`config.mk`:
```
export PLATFORM = sky130hd
export DESIGN_NAME = ram_arbiter
export DESIGN_NICKNAME = d
export VERILOG_FILES = /design/src/rtl/hack_bus_pkg.sv /design/src/rtl/ram_arb_burst_gen.sv /design/src/rtl/ram_arbiter.sv
export SDC_FILE = /design/constraint.sdc
export NUM_CORES = 1
export LEC_CHECK = 0
export BUFFER_PORTS_ARGS = -buffer_cell sky130_fd_sc_hd__buf_2
export CAP_MARGIN = 10
export CORE_UTILIZATION = 48
export CTS_CLUSTER_DIAMETER = 150
export CTS_CLUSTER_SIZE = 12
export DETAILED_ROUTE_END_ITERATION = 8
export MAX_ROUTING_LAYER = met4
export PLACE_DENSITY = 0.95
export SLEW_MARGIN = 20
export SYNTH_ARGS = -nofsm -noshare
export SYNTH_HDL_FRONTEND = slang
export SYNTH_HIERARCHICAL = 1
export SYNTH_SLANG_ARGS = --single-unit
```
`constraint.sdc`:
```
create_clock -name CLK -period 5.9 [get_ports CLK]
set_input_delay 0.295 -clock CLK [delete_from_list [all_inputs] [get_ports CLK]]
set_output_delay 0.295 -clock CLK [all_outputs]
set_load 0.005 [all_outputs]
```
`src/rtl/hack_bus_pkg.sv`:
```
// Shared widths and state/tag encodings for the Hack data-RAM bus.
package hack_bus_pkg;
    localparam int ADDR_W = 15;
    localparam int DATA_W = 16;

    typedef enum logic [0:0] {
        ARB   = 1'b0,
        BURST = 1'b1
    } arb_state_t;

    typedef enum logic [1:0] {
        NONE = 2'd0,
        CPU  = 2'd1,
        DMA  = 2'd2
    } owner_t;
endpackage

```
`src/rtl/ram_arb_burst_gen.sv`:
```
// DMA burst sequencer: remaining-beat counter and wrapping next-beat address.
module ram_arb_burst_gen
    import hack_bus_pkg::*;
#(
    parameter int BURST_W = 4
) (
    input  logic               CLK,
    input  logic               reset,
    input  logic               load_i,
    input  logic               advance_i,
    input  logic [ADDR_W-1:0]  start_addr_i,
    input  logic [BURST_W-1:0] len_i,
    output logic [ADDR_W-1:0]  addr_o,
    output logic               last_o
);
    logic [BURST_W-1:0] len_left_q, len_left_d;
    logic [ADDR_W-1:0]  next_addr_q, next_addr_d;

    // Beat 0 goes out directly from the start address, so the register holds start+1.
    always_comb begin
        len_left_d  = len_left_q;
        next_addr_d = next_addr_q;
        if (load_i) begin
            len_left_d  = len_i;
            next_addr_d = start_addr_i + 1'b1;
        end else if (advance_i) begin
            len_left_d  = len_left_q - 1'b1;
            next_addr_d = next_addr_q + 1'b1;
        end
    end

    always_ff @(posedge CLK or negedge reset) begin
        if (!reset) begin
            len_left_q  <= '0;
            next_addr_q <= '0;
        end else begin
            len_left_q  <= len_left_d;
            next_addr_q <= next_addr_d;
        end
    end

    assign addr_o = next_addr_q;
    assign last_o = (len_left_q == BURST_W'(1));
endmodule

```
`src/rtl/ram_arbiter.sv`:
```
// Arbitrates the single-port data RAM between CPU word accesses and
// non-preemptible DMA read bursts, with a bounded wait for the DMA.
module ram_arbiter
    import hack_bus_pkg::*;
#(
    parameter int MAX_WAIT = 4,
    parameter int BURST_W  = 4
) (
    input  logic               CLK,
    input  logic               reset,
    input  logic               cpu_req,
    input  logic               cpu_we,
    input  logic [ADDR_W-1:0]  cpu_addr,
    input  logic [DATA_W-1:0]  cpu_wdata,
    output logic               cpu_gnt,
    output logic               cpu_rvalid,
    output logic [DATA_W-1:0]  cpu_rdata,
    input  logic               dma_req,
    input  logic [ADDR_W-1:0]  dma_addr,
    input  logic [BURST_W-1:0] dma_len,
    output logic               dma_gnt,
    output logic               dma_rvalid,
    output logic [DATA_W-1:0]  dma_rdata,
    output logic               dma_done,
    output logic [ADDR_W-1:0]  mem_addr,
    output logic               mem_we,
    output logic [DATA_W-1:0]  mem_wdata,
    input  logic [DATA_W-1:0]  mem_rdata
);
    localparam int WAIT_W = $clog2(MAX_WAIT + 1);

    arb_state_t        state_q, state_d;
    logic [WAIT_W-1:0] wait_cnt_q, wait_cnt_d;
    owner_t            owner_q, owner_d;
    logic              last_q, last_d;

    logic              in_arb, dma_win, cpu_win, beat, burst_last;
    logic [ADDR_W-1:0] burst_addr;

    // Grants are gated by reset so nothing is accepted while it is held.
    assign in_arb  = reset && (state_q == ARB);
    assign dma_win = in_arb && dma_req && (!cpu_req || (wait_cnt_q == WAIT_W'(MAX_WAIT)));
    assign cpu_win = in_arb && cpu_req && !dma_win;
    assign beat    = reset && (state_q == BURST);

    ram_arb_burst_gen #(.BURST_W(BURST_W)) u_burst_gen (
        .CLK          (CLK),
        .reset        (reset),
        .load_i       (dma_win),
        .advance_i    (beat),
        .start_addr_i (dma_addr),
        .len_i        (dma_len),
        .addr_o       (burst_addr),
        .last_o       (burst_last)
    );

    always_comb begin
        state_d    = state_q;
        wait_cnt_d = wait_cnt_q;
        owner_d    = NONE;
        last_d     = 1'b0;
        mem_addr   = '0;
        mem_we     = 1'b0;
        mem_wdata  = '0;
        if (dma_win) begin
            mem_addr   = dma_addr;
            owner_d    = DMA;
            last_d     = (dma_len == '0);
            wait_cnt_d = '0;
            if (dma_len != '0) state_d = BURST;
        end else if (beat) begin
            mem_addr = burst_addr;
            owner_d  = DMA;
            last_d   = burst_last;
            if (burst_last) state_d = ARB;
        end else if (cpu_win) begin
            mem_addr   = cpu_addr;
            mem_we     = cpu_we;
            mem_wdata  = cpu_wdata;
            owner_d    = cpu_we ? NONE : CPU;
            wait_cnt_d = dma_req ? wait_cnt_q + 1'b1 : '0;
        end else if (in_arb) begin
            wait_cnt_d = '0;
        end
    end

    always_ff @(posedge CLK or negedge reset) begin
        if (!reset) begin
            state_q    <= ARB;
            wait_cnt_q <= '0;
            owner_q    <= NONE;
            last_q     <= 1'b0;
        end else begin
            state_q    <= state_d;
            wait_cnt_q <= wait_cnt_d;
            owner_q    <= owner_d;
            last_q     <= last_d;
        end
    end

    assign cpu_gnt    = cpu_win;
    assign dma_gnt    = dma_win;
    assign cpu_rvalid = (owner_q == CPU);
    assign dma_rvalid = (owner_q == DMA);
    assign dma_done   = dma_rvalid && last_q;
    assign cpu_rdata  = mem_rdata;
    assign dma_rdata  = mem_rdata;
endmodule

```
==> metrics.md <==
| Metric | Value |
|---|---|
| DR WL/cell | 16.7 µm |
| Post-synth EDFFs | 0 |
| Ports | 140 |
| Worst-margin pin slew | 1.05 ns |
| CP max stage delay | between 0.6 and 0.7 ns |
| DRC | 0 |
| TritonRoute pass-1 iters | 5 |
| Syn Inst Count | 264 |
| DR vias | about 2200 |
| Most frequent cells in the layout | buf_2 (91), dfrtp_1 (26), nand2_1 (22), xor2_1 (22), and2_1 (18) |
| CP Launch Type | flop |
| Clock sink count | 26 |
| WP data arrival | roughly 3.4 ns |
| Setup repair bufs after CTS | 0 |
| DR iter-0 viols | between 100 and 150 |
| Slowest CP cell | dfrtp_1 |
| Die W | 73.2 µm |
| Post-CTS Hold Buffers | 0 |
| Area delta synth->final | 11.9% |
| First-pass GRT wire length | 9630 µm |
| Drt total wl | 6410 µm |
| Most common cell after layout, fill and taps aside | buf_2 |
| Pwr Density | about 350 mW/mm² |
| Dpl cell area | between 0.002 and 0.003 mm² |
| Synthesized Nets | 340 |
| Yosys cell types | 51 |
| Die area | about 0.0054 mm² |
| Main synth FF type | dfrtp_1 |
| Crit Path Class | flop to flop |
| Worst-case reg-to-reg path depth | 10 |
| Worst-path cell chain | nand2b_4 -> nor3b_4 -> buf_4 -> mux2_2 -> ha_1 -> nand4b_1 -> nand2_1 -> a311oi_1 -> a21oi_1 -> o32a_1 |
| Max Root-Sink Buffers | 2 |
| Crit path max fanout | between 50 and 60 |
| ANT nets after route | 0 |
| Reg2reg start | state_q |
| Status | finished, final reports clean |
| CTS tree | built |
| Core ar. | 0.00479 mm² |
| Endpoints failing setup | 0 |
| Clk pin slew, worst setup/hold paths | about 0.1 ns |
| Async SR Flop Fraction | 1.00 |
| Root Buffer Master | clkbuf_8 |
| Final Hold Fails | 0 |
| FF+latch count, synth | 26 |
| DP Wirelength | about 4500 µm |
| Ant. Diodes | 0 |
| Worst rel slew slack | 0.298 |
| Sequential area share after synthesis | 0.268 |
| RSZ-0062 raised after global routing | false |
| Row cnt | 25 |
| Tot GR Track Use | 0.240 |
| I/O Buffers | a little over 90 |
| Vias in the first global route | 1999 |
| Data required, critical path | between 6 and 7 ns |
| Fin crit share | 0.551 |
| Critical path capture point type | flop |
| Htree depth | 1 |
| Initial core utilization | 0.508 |
| Max Cap Viol | 0 |
| Avg Synthesized Cell Area | 9.21 µm² |
| Initial antenna violation count | 0 |
| Setup TNS | 0 ns |
| Clock Skews | between 0.005 and 0.006 ns |
| Finished Cell Area | ~0.0027 mm² |
| Final Max Slew Viols | 0 |
| Buf/Inv on CP | 1 |
| Nets | 394 |
| Post-route minimum period | between 3 and 4 ns |
| Die height | 73.2 µm |
| Routability cong. | 0.895 |
| Layout cells sized above 1 | 0.388 |
| Hold Path Class | input pin to async pin |
| Yosys warns | 6 |
| Leak | approximately 1.4 nW |
| R2R Path End | u_burst_gen/addr_o[6] |
| Worst VDD drop | roughly 0.18 mV |
| Worst skew pair latency | roughly 0.28 ns |
| Crit-path leading delay family | simple AND/OR/NAND/NOR gates |
| Synthesized area | between 0.002 and 0.0025 mm² |
| Resized cells post-CTS | 0 |
| Reg2reg setup slack | 2.65 ns |
| Fmax | 307 MHz |
| Largest net degree at the start of global routing | 60 |
| Via/cell ratio | 5.74 |
| Gr ovfl total | 0 |
| TritonCTS buffer count | 3 |
## worst register-to-register path, cell delays in order (launching register included)
cell and delay (ns):
dfrtp_1 0.61, nand2b_4 0.27, nor3b_4 0.17, buf_4 0.50, mux2_2 0.42, ha_1 0.25
nand4b_1 0.15, nand2_1 0.16, a311oi_1 0.35, a21oi_1 0.08, o32a_1 0.18
## layer usage
layer	wire length, µm	vias up	track usage
li1	-	1020	-
met1	2530	1031	0.280
met2	3220	129	0.418
met3	500	23	0.0345
met4	164	0	0.0871
met5	0	-	-
## worst max path at each step
stage / start / end / slack, ns / cells past startpoint
3_3_place_gp: reset / u_burst_gen/addr_o[6] / 2.78 / 12
5_1_grt: state_q / u_burst_gen/addr_o[6] / 2.48 / 10
3_5_place_dp: reset / u_burst_gen/addr_o[6] / 2.62 / 12
4_1_cts: state_q / u_burst_gen/addr_o[6] / 2.69 / 10
6_report: state_q / u_burst_gen/addr_o[6] / 2.65 / 10
2_1_floorplan: wait_cnt_q[0] / u_burst_gen/addr_o[6] / 3.00 / 13
## report_power, final
part / internal, mW / switching, mW
Combinational: 0.223 / 0.212
Sequential: 0.256 / 0.109
Clock: 0.0910 / 0.0655
Total: 0.570 / 0.387
## Yosys cell counts (6+ instances only)
cell / n / area, µm²
a221o_1: 11 / 110
and2_1: 18 / 113
and3_1: 12 / 75.1
and3_2: 6 / 45.0
buf_4: 32 / 240
dfrtp_1: 26 / 651
mux2i_1: 9 / 90.1
nand2_1: 22 / 82.6
nand3_1: 12 / 60.1
nand4_1: 7 / 43.8
o21ai_0: 10 / 50.1
xor2_1: 22 / 193
## stage by stage
step | total power [mW] | utilization | setup WS, ns | hold WS, ns | cells
6_report | 0.957 | 0.569 | 2.65 | 0.0415 | 384
5_1_grt | 1.01 | 0.569 | 2.48 | 0.0967 | 384
4_1_cts | 0.947 | 0.569 | 2.69 | 0.0571 | 384
3_5_place_dp | 0.789 | 0.554 | 2.62 | 0.358 | 380
3_3_place_gp | 0.759 | 0.554 | 2.78 | 0.355 | 380
2_1_floorplan | 0.663 | - | 3.00 | -0.000591 | 264
## flip-flops by register name, indices dropped and copies added (netlist names)
signal                  cells
u_burst_gen/len_left_q      4
wait_cnt_q                  3
state_q                     1
u_burst_gen/addr_o         15
last_q                      1
owner_q                     2
## cell families (layout without fill, tap and decap cells)
group | Yosys count | after routing | share of synthesized area
and+or+nand+nor | 103 | 103 | 0.266
buffers and inverters | 50 | 103 | 0.147
AOI/OAI and AO/OA | 40 | 40 | 0.140
xor gates and xnor gates | 26 | 26 | 0.0937
DFF | 26 | 26 | 0.268
muxes | 14 | 14 | 0.0602
adders and majority gates | 5 | 5 | 0.0257
## cell type report
| type | instances | area, µm² |
|---|---|---|
| fillers | 412 | 2060 |
| multi-input cells | 188 | 1420 |
| flip-flops and latches | 26 | 651 |
| repair buffers | 93 | 470 |
| well taps | 67 | 83.8 |
| clock buffers | 3 | 41.3 |
| clock inverters | 1 | 30.0 |
| inverters | 6 | 22.5 |
(Power assumes the default switching activity.)
